==> src/rtl/issue_pair_latch_pkg.sv <==
// Shared widths, FSM state and per-lane issue bundle for issue_pair_latch.
package issue_pair_latch_pkg;

  localparam int unsigned DATA_W  = 32;
  localparam int unsigned REG_W   = 5;
  localparam int unsigned SHAMT_W = 5;
  localparam int unsigned MUXF_W  = 2;
  localparam int unsigned ALUF_W  = 4;

  typedef enum logic {
    PAIR  = 1'b0,
    SPLIT = 1'b1
  } state_t;

  // Everything the execute stage needs for one lane.
  typedef struct packed {
    logic [DATA_W-1:0]  data_a;
    logic [DATA_W-1:0]  data_b;
    logic [DATA_W-1:0]  sign_ext_imm;
    logic [SHAMT_W-1:0] shamt;
    logic [MUXF_W-1:0]  mux_1_flag;
    logic [ALUF_W-1:0]  alu_function;
    logic [REG_W-1:0]   rd;
    logic               wr_en;
  } lane_t;

endpackage

==> src/rtl/issue_pair_latch_if.sv <==
// Decode-side and execute-side signals of issue_pair_latch.
// master: decode/execute environment; slave: the issue latch.
interface issue_pair_latch_if;
  import issue_pair_latch_pkg::*;

  logic               in_valid;
  logic               in_lane2_valid;
  logic               in_ready;
  logic [DATA_W-1:0]  in_data_A_1, in_data_B_1, in_SignExtImm_1;
  logic [DATA_W-1:0]  in_data_A_2, in_data_B_2, in_SignExtImm_2;
  logic [SHAMT_W-1:0] in_shamt_1, in_shamt_2;
  logic [MUXF_W-1:0]  in_mux_1_flag_1, in_mux_1_flag_2;
  logic [ALUF_W-1:0]  in_Alu_function_1, in_Alu_function_2;
  logic [REG_W-1:0]   in_rs_1, in_rt_1, in_rd_1;
  logic [REG_W-1:0]   in_rs_2, in_rt_2, in_rd_2;
  logic               in_uses_rt_1, in_uses_rt_2;
  logic               in_wr_en_1, in_wr_en_2;
  logic [DATA_W-1:0]  alu_1_result;
  logic               ex_stall;
  logic               flush;
  logic               ex_valid_1, ex_valid_2;
  logic [DATA_W-1:0]  ex_data_A_1, ex_data_B_1, ex_SignExtImm_1;
  logic [DATA_W-1:0]  ex_data_A_2, ex_data_B_2, ex_SignExtImm_2;
  logic [SHAMT_W-1:0] ex_shamt_1, ex_shamt_2;
  logic [MUXF_W-1:0]  ex_mux_1_flag_1, ex_mux_1_flag_2;
  logic [ALUF_W-1:0]  ex_Alu_function_1, ex_Alu_function_2;
  logic [REG_W-1:0]   ex_rd_1, ex_rd_2;
  logic               ex_wr_en_1, ex_wr_en_2;

  modport master (
    output in_valid, in_lane2_valid,
    output in_data_A_1, in_data_B_1, in_SignExtImm_1, in_data_A_2, in_data_B_2, in_SignExtImm_2,
    output in_shamt_1, in_shamt_2, in_mux_1_flag_1, in_mux_1_flag_2,
    output in_Alu_function_1, in_Alu_function_2,
    output in_rs_1, in_rt_1, in_rd_1, in_rs_2, in_rt_2, in_rd_2,
    output in_uses_rt_1, in_uses_rt_2, in_wr_en_1, in_wr_en_2,
    output alu_1_result, ex_stall, flush,
    input  in_ready, ex_valid_1, ex_valid_2,
    input  ex_data_A_1, ex_data_B_1, ex_SignExtImm_1, ex_data_A_2, ex_data_B_2, ex_SignExtImm_2,
    input  ex_shamt_1, ex_shamt_2, ex_mux_1_flag_1, ex_mux_1_flag_2,
    input  ex_Alu_function_1, ex_Alu_function_2, ex_rd_1, ex_rd_2, ex_wr_en_1, ex_wr_en_2
  );

  modport slave (
    input  in_valid, in_lane2_valid,
    input  in_data_A_1, in_data_B_1, in_SignExtImm_1, in_data_A_2, in_data_B_2, in_SignExtImm_2,
    input  in_shamt_1, in_shamt_2, in_mux_1_flag_1, in_mux_1_flag_2,
    input  in_Alu_function_1, in_Alu_function_2,
    input  in_rs_1, in_rt_1, in_rd_1, in_rs_2, in_rt_2, in_rd_2,
    input  in_uses_rt_1, in_uses_rt_2, in_wr_en_1, in_wr_en_2,
    input  alu_1_result, ex_stall, flush,
    output in_ready, ex_valid_1, ex_valid_2,
    output ex_data_A_1, ex_data_B_1, ex_SignExtImm_1, ex_data_A_2, ex_data_B_2, ex_SignExtImm_2,
    output ex_shamt_1, ex_shamt_2, ex_mux_1_flag_1, ex_mux_1_flag_2,
    output ex_Alu_function_1, ex_Alu_function_2, ex_rd_1, ex_rd_2, ex_wr_en_1, ex_wr_en_2
  );

endinterface

==> src/rtl/issue_pair_latch_pair_hazard_check.sv <==
// Intra-pair RAW detector: lane 2 reading lane 1's destination register.
module pair_hazard_check
  import issue_pair_latch_pkg::*;
(
  input  logic             lane2_valid_i,
  input  logic             wr_en_1_i,
  input  logic [REG_W-1:0] rd_1_i,
  input  logic [REG_W-1:0] rs_2_i,
  input  logic [REG_W-1:0] rt_2_i,
  input  logic             uses_rt_2_i,
  output logic             hazard_o,
  output logic             fwd_a_o,
  output logic             fwd_b_o
);

  logic producer;

  // r0 writes are discarded, so they never create a dependency.
  always_comb begin
    producer = lane2_valid_i && wr_en_1_i && (rd_1_i != '0);
    fwd_a_o  = producer && (rs_2_i == rd_1_i);
    fwd_b_o  = producer && uses_rt_2_i && (rt_2_i == rd_1_i);
    hazard_o = fwd_a_o || fwd_b_o;
  end

endmodule

==> src/rtl/issue_pair_latch.sv <==
// Registered dual-lane issue stage. Optional feature macro: ISSUE_SPLIT_EN
// (intra-pair RAW detection, SPLIT state, hold register, lane-1 forwarding).
module issue_pair_latch
  import issue_pair_latch_pkg::*;
(
  input  logic               clk,
  input  logic               reset_n,
  issue_pair_latch_if.slave  bus
);

  state_t state_q, state_d;
  logic   v1_q, v1_d, v2_q, v2_d;
  lane_t  l1_q, l1_d, l2_q, l2_d;
  lane_t  hold_q, hold_d;
  logic   fa_q, fa_d, fb_q, fb_d;
  lane_t  in1, in2;
  logic   hazard, fwd_a, fwd_b;

  assign in1 = '{bus.in_data_A_1, bus.in_data_B_1, bus.in_SignExtImm_1, bus.in_shamt_1,
                 bus.in_mux_1_flag_1, bus.in_Alu_function_1, bus.in_rd_1, bus.in_wr_en_1};
  assign in2 = '{bus.in_data_A_2, bus.in_data_B_2, bus.in_SignExtImm_2, bus.in_shamt_2,
                 bus.in_mux_1_flag_2, bus.in_Alu_function_2, bus.in_rd_2, bus.in_wr_en_2};

`ifdef ISSUE_SPLIT_EN
  pair_hazard_check u_hazard (
    .lane2_valid_i (bus.in_lane2_valid),
    .wr_en_1_i     (bus.in_wr_en_1),
    .rd_1_i        (bus.in_rd_1),
    .rs_2_i        (bus.in_rs_2),
    .rt_2_i        (bus.in_rt_2),
    .uses_rt_2_i   (bus.in_uses_rt_2),
    .hazard_o      (hazard),
    .fwd_a_o       (fwd_a),
    .fwd_b_o       (fwd_b)
  );
  assign bus.in_ready = reset_n && (state_q == PAIR) && !bus.ex_stall && !bus.flush;
`else
  // Decode guarantees independent pairs; SPLIT is unreachable and folds away.
  assign hazard       = 1'b0;
  assign fwd_a        = 1'b0;
  assign fwd_b        = 1'b0;
  assign bus.in_ready = reset_n && !bus.ex_stall && !bus.flush;
`endif

  // Next state of FSM, output slots and hold register. Priority: flush, stall, SPLIT, accept.
  always_comb begin
    state_d = state_q;
    v1_d    = v1_q;
    v2_d    = v2_q;
    l1_d    = l1_q;
    l2_d    = l2_q;
    hold_d  = hold_q;
    fa_d    = fa_q;
    fb_d    = fb_q;
    if (bus.flush) begin
      state_d = PAIR;
      v1_d    = 1'b0;
      v2_d    = 1'b0;
      l1_d    = '0;
      l2_d    = '0;
      hold_d  = '0;
      fa_d    = 1'b0;
      fb_d    = 1'b0;
    end else if (!bus.ex_stall) begin
      unique case (state_q)
        SPLIT: begin
          // Held lane-2 instruction issues in lane 1, patched with the producer's result.
          l1_d = hold_q;
          if (fa_q) l1_d.data_a = bus.alu_1_result;
          if (fb_q) l1_d.data_b = bus.alu_1_result;
          v1_d    = 1'b1;
          v2_d    = 1'b0;
          l2_d    = '0;
          hold_d  = '0;
          fa_d    = 1'b0;
          fb_d    = 1'b0;
          state_d = PAIR;
        end
        default: begin
          if (bus.in_valid) begin
            v1_d = 1'b1;
            l1_d = in1;
            if (hazard) begin
              v2_d    = 1'b0;
              l2_d    = '0;
              hold_d  = in2;
              fa_d    = fwd_a;
              fb_d    = fwd_b;
              state_d = SPLIT;
            end else begin
              v2_d = bus.in_lane2_valid;
              l2_d = in2;
            end
          end else begin
            v1_d = 1'b0;
            v2_d = 1'b0;
            l1_d = '0;
            l2_d = '0;
          end
        end
      endcase
    end
  end

  // State, output and hold registers.
  always_ff @(posedge clk or negedge reset_n) begin
    if (!reset_n) begin
      state_q <= PAIR;
      v1_q    <= 1'b0;
      v2_q    <= 1'b0;
      l1_q    <= '0;
      l2_q    <= '0;
      hold_q  <= '0;
      fa_q    <= 1'b0;
      fb_q    <= 1'b0;
    end else begin
      state_q <= state_d;
      v1_q    <= v1_d;
      v2_q    <= v2_d;
      l1_q    <= l1_d;
      l2_q    <= l2_d;
      hold_q  <= hold_d;
      fa_q    <= fa_d;
      fb_q    <= fb_d;
    end
  end

  assign bus.ex_valid_1        = v1_q;
  assign bus.ex_data_A_1       = l1_q.data_a;
  assign bus.ex_data_B_1       = l1_q.data_b;
  assign bus.ex_SignExtImm_1   = l1_q.sign_ext_imm;
  assign bus.ex_shamt_1        = l1_q.shamt;
  assign bus.ex_mux_1_flag_1   = l1_q.mux_1_flag;
  assign bus.ex_Alu_function_1 = l1_q.alu_function;
  assign bus.ex_rd_1           = l1_q.rd;
  assign bus.ex_wr_en_1        = l1_q.wr_en;
  assign bus.ex_valid_2        = v2_q;
  assign bus.ex_data_A_2       = l2_q.data_a;
  assign bus.ex_data_B_2       = l2_q.data_b;
  assign bus.ex_SignExtImm_2   = l2_q.sign_ext_imm;
  assign bus.ex_shamt_2        = l2_q.shamt;
  assign bus.ex_mux_1_flag_2   = l2_q.mux_1_flag;
  assign bus.ex_Alu_function_2 = l2_q.alu_function;
  assign bus.ex_rd_2           = l2_q.rd;
  assign bus.ex_wr_en_2        = l2_q.wr_en;

endmodule
==> src/flat_wrapper.sv <==
// flat-port wrapper written by rule: the top's interface ports become plain ports
module issue_pair_latch_flat import issue_pair_latch_pkg::*;
  (clk, reset_n, bus_in_valid, bus_in_lane2_valid, bus_in_data_A_1, bus_in_data_B_1, bus_in_SignExtImm_1, bus_in_data_A_2, bus_in_data_B_2, bus_in_SignExtImm_2, bus_in_shamt_1, bus_in_shamt_2, bus_in_mux_1_flag_1, bus_in_mux_1_flag_2, bus_in_Alu_function_1, bus_in_Alu_function_2, bus_in_rs_1, bus_in_rt_1, bus_in_rd_1, bus_in_rs_2, bus_in_rt_2, bus_in_rd_2, bus_in_uses_rt_1, bus_in_uses_rt_2, bus_in_wr_en_1, bus_in_wr_en_2, bus_alu_1_result, bus_ex_stall, bus_flush, bus_in_ready, bus_ex_valid_1, bus_ex_valid_2, bus_ex_data_A_1, bus_ex_data_B_1, bus_ex_SignExtImm_1, bus_ex_data_A_2, bus_ex_data_B_2, bus_ex_SignExtImm_2, bus_ex_shamt_1, bus_ex_shamt_2, bus_ex_mux_1_flag_1, bus_ex_mux_1_flag_2, bus_ex_Alu_function_1, bus_ex_Alu_function_2, bus_ex_rd_1, bus_ex_rd_2, bus_ex_wr_en_1, bus_ex_wr_en_2);
  issue_pair_latch_if bus_i ();
  input  logic clk;
  input  logic reset_n;
  input wire logic [$bits(bus_i.in_valid)-1:0] bus_in_valid;
  input wire logic [$bits(bus_i.in_lane2_valid)-1:0] bus_in_lane2_valid;
  input wire logic [$bits(bus_i.in_data_A_1)-1:0] bus_in_data_A_1;
  input wire logic [$bits(bus_i.in_data_B_1)-1:0] bus_in_data_B_1;
  input wire logic [$bits(bus_i.in_SignExtImm_1)-1:0] bus_in_SignExtImm_1;
  input wire logic [$bits(bus_i.in_data_A_2)-1:0] bus_in_data_A_2;
  input wire logic [$bits(bus_i.in_data_B_2)-1:0] bus_in_data_B_2;
  input wire logic [$bits(bus_i.in_SignExtImm_2)-1:0] bus_in_SignExtImm_2;
  input wire logic [$bits(bus_i.in_shamt_1)-1:0] bus_in_shamt_1;
  input wire logic [$bits(bus_i.in_shamt_2)-1:0] bus_in_shamt_2;
  input wire logic [$bits(bus_i.in_mux_1_flag_1)-1:0] bus_in_mux_1_flag_1;
  input wire logic [$bits(bus_i.in_mux_1_flag_2)-1:0] bus_in_mux_1_flag_2;
  input wire logic [$bits(bus_i.in_Alu_function_1)-1:0] bus_in_Alu_function_1;
  input wire logic [$bits(bus_i.in_Alu_function_2)-1:0] bus_in_Alu_function_2;
  input wire logic [$bits(bus_i.in_rs_1)-1:0] bus_in_rs_1;
  input wire logic [$bits(bus_i.in_rt_1)-1:0] bus_in_rt_1;
  input wire logic [$bits(bus_i.in_rd_1)-1:0] bus_in_rd_1;
  input wire logic [$bits(bus_i.in_rs_2)-1:0] bus_in_rs_2;
  input wire logic [$bits(bus_i.in_rt_2)-1:0] bus_in_rt_2;
  input wire logic [$bits(bus_i.in_rd_2)-1:0] bus_in_rd_2;
  input wire logic [$bits(bus_i.in_uses_rt_1)-1:0] bus_in_uses_rt_1;
  input wire logic [$bits(bus_i.in_uses_rt_2)-1:0] bus_in_uses_rt_2;
  input wire logic [$bits(bus_i.in_wr_en_1)-1:0] bus_in_wr_en_1;
  input wire logic [$bits(bus_i.in_wr_en_2)-1:0] bus_in_wr_en_2;
  input wire logic [$bits(bus_i.alu_1_result)-1:0] bus_alu_1_result;
  input wire logic [$bits(bus_i.ex_stall)-1:0] bus_ex_stall;
  input wire logic [$bits(bus_i.flush)-1:0] bus_flush;
  output wire logic [$bits(bus_i.in_ready)-1:0] bus_in_ready;
  output wire logic [$bits(bus_i.ex_valid_1)-1:0] bus_ex_valid_1;
  output wire logic [$bits(bus_i.ex_valid_2)-1:0] bus_ex_valid_2;
  output wire logic [$bits(bus_i.ex_data_A_1)-1:0] bus_ex_data_A_1;
  output wire logic [$bits(bus_i.ex_data_B_1)-1:0] bus_ex_data_B_1;
  output wire logic [$bits(bus_i.ex_SignExtImm_1)-1:0] bus_ex_SignExtImm_1;
  output wire logic [$bits(bus_i.ex_data_A_2)-1:0] bus_ex_data_A_2;
  output wire logic [$bits(bus_i.ex_data_B_2)-1:0] bus_ex_data_B_2;
  output wire logic [$bits(bus_i.ex_SignExtImm_2)-1:0] bus_ex_SignExtImm_2;
  output wire logic [$bits(bus_i.ex_shamt_1)-1:0] bus_ex_shamt_1;
  output wire logic [$bits(bus_i.ex_shamt_2)-1:0] bus_ex_shamt_2;
  output wire logic [$bits(bus_i.ex_mux_1_flag_1)-1:0] bus_ex_mux_1_flag_1;
  output wire logic [$bits(bus_i.ex_mux_1_flag_2)-1:0] bus_ex_mux_1_flag_2;
  output wire logic [$bits(bus_i.ex_Alu_function_1)-1:0] bus_ex_Alu_function_1;
  output wire logic [$bits(bus_i.ex_Alu_function_2)-1:0] bus_ex_Alu_function_2;
  output wire logic [$bits(bus_i.ex_rd_1)-1:0] bus_ex_rd_1;
  output wire logic [$bits(bus_i.ex_rd_2)-1:0] bus_ex_rd_2;
  output wire logic [$bits(bus_i.ex_wr_en_1)-1:0] bus_ex_wr_en_1;
  output wire logic [$bits(bus_i.ex_wr_en_2)-1:0] bus_ex_wr_en_2;
  assign bus_i.in_valid = bus_in_valid;
  assign bus_i.in_lane2_valid = bus_in_lane2_valid;
  assign bus_i.in_data_A_1 = bus_in_data_A_1;
  assign bus_i.in_data_B_1 = bus_in_data_B_1;
  assign bus_i.in_SignExtImm_1 = bus_in_SignExtImm_1;
  assign bus_i.in_data_A_2 = bus_in_data_A_2;
  assign bus_i.in_data_B_2 = bus_in_data_B_2;
  assign bus_i.in_SignExtImm_2 = bus_in_SignExtImm_2;
  assign bus_i.in_shamt_1 = bus_in_shamt_1;
  assign bus_i.in_shamt_2 = bus_in_shamt_2;
  assign bus_i.in_mux_1_flag_1 = bus_in_mux_1_flag_1;
  assign bus_i.in_mux_1_flag_2 = bus_in_mux_1_flag_2;
  assign bus_i.in_Alu_function_1 = bus_in_Alu_function_1;
  assign bus_i.in_Alu_function_2 = bus_in_Alu_function_2;
  assign bus_i.in_rs_1 = bus_in_rs_1;
  assign bus_i.in_rt_1 = bus_in_rt_1;
  assign bus_i.in_rd_1 = bus_in_rd_1;
  assign bus_i.in_rs_2 = bus_in_rs_2;
  assign bus_i.in_rt_2 = bus_in_rt_2;
  assign bus_i.in_rd_2 = bus_in_rd_2;
  assign bus_i.in_uses_rt_1 = bus_in_uses_rt_1;
  assign bus_i.in_uses_rt_2 = bus_in_uses_rt_2;
  assign bus_i.in_wr_en_1 = bus_in_wr_en_1;
  assign bus_i.in_wr_en_2 = bus_in_wr_en_2;
  assign bus_i.alu_1_result = bus_alu_1_result;
  assign bus_i.ex_stall = bus_ex_stall;
  assign bus_i.flush = bus_flush;
  assign bus_in_ready = bus_i.in_ready;
  assign bus_ex_valid_1 = bus_i.ex_valid_1;
  assign bus_ex_valid_2 = bus_i.ex_valid_2;
  assign bus_ex_data_A_1 = bus_i.ex_data_A_1;
  assign bus_ex_data_B_1 = bus_i.ex_data_B_1;
  assign bus_ex_SignExtImm_1 = bus_i.ex_SignExtImm_1;
  assign bus_ex_data_A_2 = bus_i.ex_data_A_2;
  assign bus_ex_data_B_2 = bus_i.ex_data_B_2;
  assign bus_ex_SignExtImm_2 = bus_i.ex_SignExtImm_2;
  assign bus_ex_shamt_1 = bus_i.ex_shamt_1;
  assign bus_ex_shamt_2 = bus_i.ex_shamt_2;
  assign bus_ex_mux_1_flag_1 = bus_i.ex_mux_1_flag_1;
  assign bus_ex_mux_1_flag_2 = bus_i.ex_mux_1_flag_2;
  assign bus_ex_Alu_function_1 = bus_i.ex_Alu_function_1;
  assign bus_ex_Alu_function_2 = bus_i.ex_Alu_function_2;
  assign bus_ex_rd_1 = bus_i.ex_rd_1;
  assign bus_ex_rd_2 = bus_i.ex_rd_2;
  assign bus_ex_wr_en_1 = bus_i.ex_wr_en_1;
  assign bus_ex_wr_en_2 = bus_i.ex_wr_en_2;
  issue_pair_latch u_core (.clk(clk), .reset_n(reset_n), .bus(bus_i));
endmodule
==> config.mk <==
export PLATFORM = sky130hd
export DESIGN_NAME = issue_pair_latch_flat
export DESIGN_NICKNAME = d
export VERILOG_FILES = /design/src/rtl/issue_pair_latch_pkg.sv /design/src/rtl/issue_pair_latch_if.sv /design/src/rtl/issue_pair_latch_pair_hazard_check.sv /design/src/rtl/issue_pair_latch.sv /design/src/flat_wrapper.sv
export SDC_FILE = /design/constraint.sdc
export NUM_CORES = 1
export LEC_CHECK = 0
export CELL_PAD_IN_SITES_DETAIL_PLACEMENT = 1
export CELL_PAD_IN_SITES_GLOBAL_PLACEMENT = 1
export CORE_AREA = 2 2 201 203
export CTS_BUF_LIST = sky130_fd_sc_hd__clkbuf_4 sky130_fd_sc_hd__clkbuf_8
export CTS_CLUSTER_SIZE = 10
export DETAILED_ROUTE_END_ITERATION = 8
export DIE_AREA = 0 0 203 205
export GPL_TIMING_DRIVEN = 0
export PLACE_DENSITY = 0.72
export SLEW_MARGIN = 20
export SYNTH_ARGS = -nofsm -noshare
export SYNTH_HDL_FRONTEND = slang
export SYNTH_SLANG_ARGS = --single-unit
==> constraint.sdc <==
create_clock -name clk -period 0.8 [get_ports clk]
set_clock_uncertainty 0.1 [all_clocks]
set_input_delay 0.16 -clock clk [delete_from_list [all_inputs] [get_ports clk]]
set_output_delay 0.16 -clock clk [all_outputs]
set_load 0.02 [all_outputs]
==> results of run 1 <==
cells in the mapped netlist (all sizes together):
master	instances
nor3b	1
clkbuf	20
nor2	2
buf	54
nor2b	2
mux2i	1
dfrtp	228
inv	1
a32o	227
cells in the final DEF, fill, tap and decap left out, types with 2 or more instances in the layout:
cell,count
clkbuf_2,12
buf_4,55
clkdlybuf4s50_1,227
buf_12,6
buf_8,3
dfrtp_1,220
dlygate4sd3_1,3
clkinv_2,4
bufbuf_16,2
clkbuf_8,56
a32o_1,225
clkbuf_4,18
buf_16,3
buf_6,298
clkbuf_16,5
nor2b_4,2
a32o_2,2
clkbuf_1,5
buf_2,27
dfrtp_2,8
layer usage:
| metal | vias up | routed length [microns] |
|---|---|---|
| li1 | 3515 | - |
| met1 | 4216 | 15100 |
| met2 | 365 | 20100 |
| met3 | 88 | 3120 |
| met5 | - | 13 |
| met4 | 2 | 1320 |
layout make-up:
type / instances / share of cell area [%]
tap: 525 / 4.00
timing repair buffer: 577 / 37.9
sequential: 228 / 34.8
inverter: 1 / 0.0229
clock buffer: 70 / 5.22
buffer: 74 / 3.40
multi-input combinational: 233 / 14.3
clock inverter: 5 / 0.305
kinds of logic (layout without fill, tap and decap cells):
kind of cell           Yosys count  count (layout)  share of synthesized area [%]
DFF                            228             228                           67.6
AOI/OAI and AO/OA              227             227                           26.9
buffers and inverters           75             727                           4.98
and+or+nand+nor                  5               5                          0.356
muxes                            1               1                          0.119
state kept, by name, indices dropped and copies added, names as in the netlist:
register and count:
u_core.bus.ex_wr_en_2 1, u_core.bus.ex_data_A_1 32, u_core.bus.ex_data_B_1 32, u_core.bus.ex_valid_1 1, u_core.bus.ex_rd_1 5, u_core.bus.ex_Alu_function_1 4
u_core.bus.ex_SignExtImm_1 32, u_core.bus.ex_data_B_2 32, u_core.bus.ex_data_A_2 32, u_core.bus.ex_rd_2 5, u_core.bus.ex_mux_1_flag_2 2, u_core.bus.ex_wr_en_1 1
u_core.bus.ex_mux_1_flag_1 2, u_core.bus.ex_shamt_1 5, u_core.bus.ex_Alu_function_2 4, u_core.bus.ex_SignExtImm_2 32, u_core.bus.ex_valid_2 1, u_core.bus.ex_shamt_2 5
per-stage QoR:
| stage | hold slack [ps] | utilization (%) | instances | area (sq um) |
|---|---|---|---|---|
| global route | -601 | 41.7 | 1713 | 16400 |
| detailed placement | 9.15 | 35.3 | 1522 | 13900 |
| floorplan | -236 | - | 536 | 8570 |
| CTS | -61.3 | 37.5 | 1638 | 14800 |
| global placement | 372 | 35.1 | 1520 | 13800 |
| finish | -562 | 41.7 | 1713 | 16400 |
power by group through the flow:
| stage | clock [mW] | combinational, mW | sequential, mW |
|---|---|---|---|
| 2_1_floorplan | 0 | 1.03 | 12.9 |
| 3_3_place_gp | 0 | 4.26 | 12.4 |
| 3_5_place_dp | 0 | 4.39 | 12.4 |
| 4_1_cts | 12.6 | 4.44 | 12.3 |
| 5_1_grt | 13.1 | 5.36 | 12.4 |
| 6_report | 12.1 | 5.06 | 12.4 |
repair_timing:
item	4_1_cts	5_1_grt
endpoints found under the hold margin	247	224
hold buffers	5	2
pin swaps	1	194
setup endpoints to repair	457	661
cloned	2	5
resized for setup	1188	312
buffers inserted	34	86
how the worst max path moves through the flow:
| stage | slack [ps] | from | end |
|---|---|---|---|
| 3_5_place_dp | -1380 | bus_flush | u_core.bus.ex_data_B_1[4]$_DFFE_PN0P_ |
| 6_report | -640 | u_core.bus.ex_SignExtImm_2[18]$_DFFE_PN0P_ | bus_ex_SignExtImm_2[18] |
| 2_1_floorplan | -270 | bus_ex_stall | u_core.bus.ex_Alu_function_1[0]$_DFFE_PN0P_ |
| 5_1_grt | -690 | u_core.bus.ex_SignExtImm_2[18]$_DFFE_PN0P_ | bus_ex_SignExtImm_2[18] |
| 3_3_place_gp | -11320 | reset_n | u_core.bus.ex_SignExtImm_2[29]$_DFFE_PN0P_ |
| 4_1_cts | -700 | u_core.bus.ex_data_A_1[17]$_DFFE_PN0P_ | bus_ex_data_A_1[17] |
==> results.yml, run 1 <==
run_status:
  outcome: "finished with violations"
  violations: "hold timing, setup timing"
timing:
  finalSetupViolCount: 468
  slew_headroom_pct: 49.7
  grt_setup_unrepaired: "true"
  timing.final.crit_share_pct: 180
  hold_viol_final: 192
  slew_viol_final: 0
  worst_pin_slew_ps: 752
  tns_ps: -150640
  timing.final.ws_setup_ps: -641
  fmax_mhz: 694
  post-route-min-period_ps: 1440
  hold_ws_ps: -562
pwr:
  combPwrFrac_pct: 17.1
  total_power_mw: 29.6
  ir_worst_vdd_mv: 1.13
  p_seq_share_pct: 41.8
  p_per_area_mw_per_mm2: 1800
  p_leak_nw: 7.52
  internal_power_mw: 21.9
  p_sw_mw: 7.71
  clkPwrFrac_pct: 41.1
  power_switching_share_pct: 26.1
yosys:
  syn_area_sq_mm: 0.00844
  yosysTopAreaCell: "dfrtp_1"
  yosys_warnings: 0
  synth_nets: 822
  yosysUniqueCellTypes: 12
  synth_top_area_share_pct: 67.6
  seq_area_frac_synth_pct: 67.6
  synthCells: 536
  synth_seq_cells: 228
  synth_area_leaders: "dfrtp_1 (68%), a32o_1 (27%), buf_2 (2.5%)"
  postSynthAreaPerCell_sq_um: 15.7
cells_and_area:
  multiInputGateArea_sq_mm: 0.00235
  final_layout_size_suffix_gt1_share_pct: 42.4
  ff_latch_area_sq_mm: 0.00572
  antenna_cells: 0
  fillers: 4092
  syn2layout_area_growth_pct: 94.5
  nets: 1444
worst_setup_path:
  critical_path.top_delay_family: "flip-flops"
  crit_chain: "buf_6"
  worst-setup-path-type: "flop to output port"
  crit_path_max_fanout: 2
  slowest_stage: "dfrtp_1"
  critPathCaptureType: "output port"
  crit_cells: 1
  reg2reg_slack_ps: -290
  critPathMaxStageDelay_ps: 440
  critPathRequiredTime_ps: 540
  worstReg2RegStart: "u_core.bus.ex_SignExtImm_1[11]$_DFFE_PN0P_"
  arrival_ps: 1180
  ff2ff_path_depth: 3
  startpoint_type: "flop"
  r2r_end: "u_core.bus.ex_SignExtImm_1[11]$_DFFE_PN0P_"
  crit_buf_inv: 1
floorplan:
  chipWidth_microns: 203
  core_area_sq_mm: 0.0394
  die_area_sq_mm: 0.0416
  start_util_pct: 21.4
  core.rowCount: 73
  die_y_microns: 205
  io_pins: 515
clock_network:
  clockBufferDepth: 3
  cts_tree: "built"
  cts_buffers: 43
  root_buffer: "clkbuf_8"
  htreeDepth: 2
  clock_latency_ps: 560
  clock-sinks: 228
  clkTransAtPathRegs_ps: 60
placement:
  place_hpwl_microns: 26100
  port_buffers: 459
  gp_congestion: 0.786
  post-place-ws_ps: -1380
drt:
  route.detailed.drc: 0
  via_per_inst: 4.78
  ant_nets: 0
  drt-total-wl_microns: 39600
  wire_per_inst_microns: 23.1
  dr_total_vias: 8186
  drt_iter0_markers: 371
  first_pass_iters: 6
global_routing:
  met2_usage_pct: 30.1
  grt_usage_pct: 17.3
  met3_usage_pct: 6.05
  top_usage_layer: "met2"
  antenna_found_initial: 1
  grt_overflow: 0
  grt_pass1_wl_microns: 54600
  grt_pass1_vias: 8797
  grt_max_degree: 92
  grtUsageMet1_pct: 19.5
hold_path:
  hp-class: "input port to async pin"
run:
  maxCapViolCount: 0
No activity file was read; power rests on OpenSTA's default activity.
==> run 2, diff against run 1 <==
RECOVER_POWER = 50   (was unset)
==> run 2 against run 1 <==
The run still ends with hold timing, setup timing left. Die area stayed put. Cell count unchanged. Critical path depth unchanged. Worst setup slack improved by 1.3 ps. First-iteration DRC count fell by 11%. Clock-buffer cell count is the same. Global-route usage did not move.
==> results.yml, run 2 (synthesis gave the netlist of run 1 again) <==
placement:
  post-place-ws_ps: -1380
  place_hpwl_microns: 26100
  gp_congestion: 0.786
  port_buffers: 459
  dp.cells: 1522
timing:
  hold_viol_final: 10
  grt_setup_unrepaired: "true"
  slew_viol_final: 0
  finalSetupViolCount: 650
  timing.final.ws_setup_ps: -640
  post-route-min-period_ps: 1440
  worst_pin_slew_ps: 1060
  hold_ws_ps: -145
  slew_headroom_pct: 29.3
  timing.final.crit_share_pct: 180
  fmax_mhz: 694
cells_and_area:
  final_cell_mix: "buf_6 (298), clkdlybuf4s50_1 (227), a32o_1 (225)"
  multiInputGateArea_sq_mm: 0.00235
  final_layout_size_suffix_gt1_share_pct: 42.3
  fillers: 4097
  syn2layout_area_growth_pct: 93.9
  ff_latch_area_sq_mm: 0.00572
  antenna_cells: 0
  final_cells: 1713
  nets: 1444
  final_common_cell: "buf_6"
floorplan:
  start_util_pct: 21.4
  chipWidth_microns: 203
  core_area_sq_mm: 0.0394
  die_y_microns: 205
  core.rowCount: 73
  die_area_sq_mm: 0.0416
  io_pins: 515
worst_setup_path:
  critPathRequiredTime_ps: 540
  slowest_stage: "dfrtp_1"
  arrival_ps: 1180
  worst-setup-path-type: "flop to output port"
  crit_buf_inv: 1
  startpoint_type: "flop"
  critPathCaptureType: "output port"
  critical_path.top_delay_family: "flip-flops"
  critPathMaxStageDelay_ps: 440
  crit_path_max_fanout: 2
  crit_chain: "buf_6"
clock_network:
  root_buffer: "clkbuf_8"
  clock_latency_ps: 560
  clockBufferDepth: 3
  clock-sinks: 228
  cts_buffers: 43
  clkTransAtPathRegs_ps: 60
  htreeDepth: 2
  cts_tree: "built"
global_routing:
  grt_pass1_wl_microns: 54600
  antenna_found_initial: 1
  grt_usage_pct: 17.3
  grt_overflow: 0
  grt_max_degree: 92
  grt_pass1_vias: 8797
pwr:
  total_power_mw: 29.5
  p_leak_nw: 7.49
  ir_worst_vdd_mv: 1.13
  p_per_area_mw_per_mm2: 1810
drt:
  drt_iter0_markers: 330
  first_pass_iters: 4
  drt-total-wl_microns: 39500
  dr_total_vias: 8197
  wire_per_inst_microns: 23.1
  via_per_inst: 4.79
  route.detailed.drc: 0
  ant_nets: 0
hold_path:
  hp-class: "input port to async pin"
run:
  maxCapViolCount: 0
run_status:
  outcome: "finished with violations"
  violations: "hold timing, setup timing"
[run 2: what timing repair did]
item | in CTS | in global routing
hold buffers | 5 | 2
setup endpoints to repair | 457 | 661
hold endpoints to repair | 247 | 224
pin swaps | 1 | 194
buffers inserted | 34 | 86
gates cloned | 2 | 5
resized for setup | 1188 | 312
[run 2: power breakdown]
group	leakage [nW]	switching (mW)	internal [mW]
logic	3.91	2.22	2.80
registers	3.10	0.382	12.0
clock network	0.489	5.10	7.05
total	7.49	7.70	21.8
[run 2: worst paths after layout]
check	depth (start not counted)	to	startpoint	slack [ps]
max	1	bus_ex_SignExtImm_2[18]	u_core.bus.ex_SignExtImm_2[18]$_DFFE_PN0P_	-640
min	2	u_core.bus.ex_shamt_2[4]$_DFFE_PN0P_	reset_n	-150
max reg2reg	3	u_core.bus.ex_SignExtImm_1[11]$_DFFE_PN0P_	u_core.bus.ex_SignExtImm_1[11]$_DFFE_PN0P_	-290
min reg2reg	1	u_core.bus.ex_mux_1_flag_2[1]$_DFFE_PN0P_	u_core.bus.ex_mux_1_flag_2[1]$_DFFE_PN0P_	410
max in group asynchronous	3	u_core.bus.ex_SignExtImm_1[5]$_DFFE_PN0P_	reset_n	-340
min in group clk	3	u_core.bus.ex_SignExtImm_2[30]$_DFFE_PN0P_	bus_in_valid	10
[run 2: stage by stage]
stage / util (%) / setup TNS (ps) / hold WS (ps) / instance area (sq um)
global placement: 35.1 / -2754500 / 372 / 13800
global route: 41.6 / -239420 / -134 / 16400
CTS: 37.5 / -371880 / -61.3 / 14800
detailed placement: 35.3 / -407720 / 9.15 / 13900
finish: 41.6 / -196380 / -145 / 16400
floorplan: - / -47120 / -236 / 8570
[run 2: layout make-up]
class	count	share of cell area [%]
buffer	74	3.41
clock buffer	70	5.24
clock inverter	5	0.306
inverter	1	0.0229
multi-input combinational	233	14.3
sequential	228	34.9
tap	525	4.02
timing repair buffer	577	37.7
[run 2: layer usage]
layer  vias up  track usage, %  part of all wire (%)
met5         -               0                 0.033
met4         2            6.80                   3.3
met3        88            6.05                   7.9
met2       373            30.1                    51
met1      4221            19.5                    38
li1       3513               -                     -
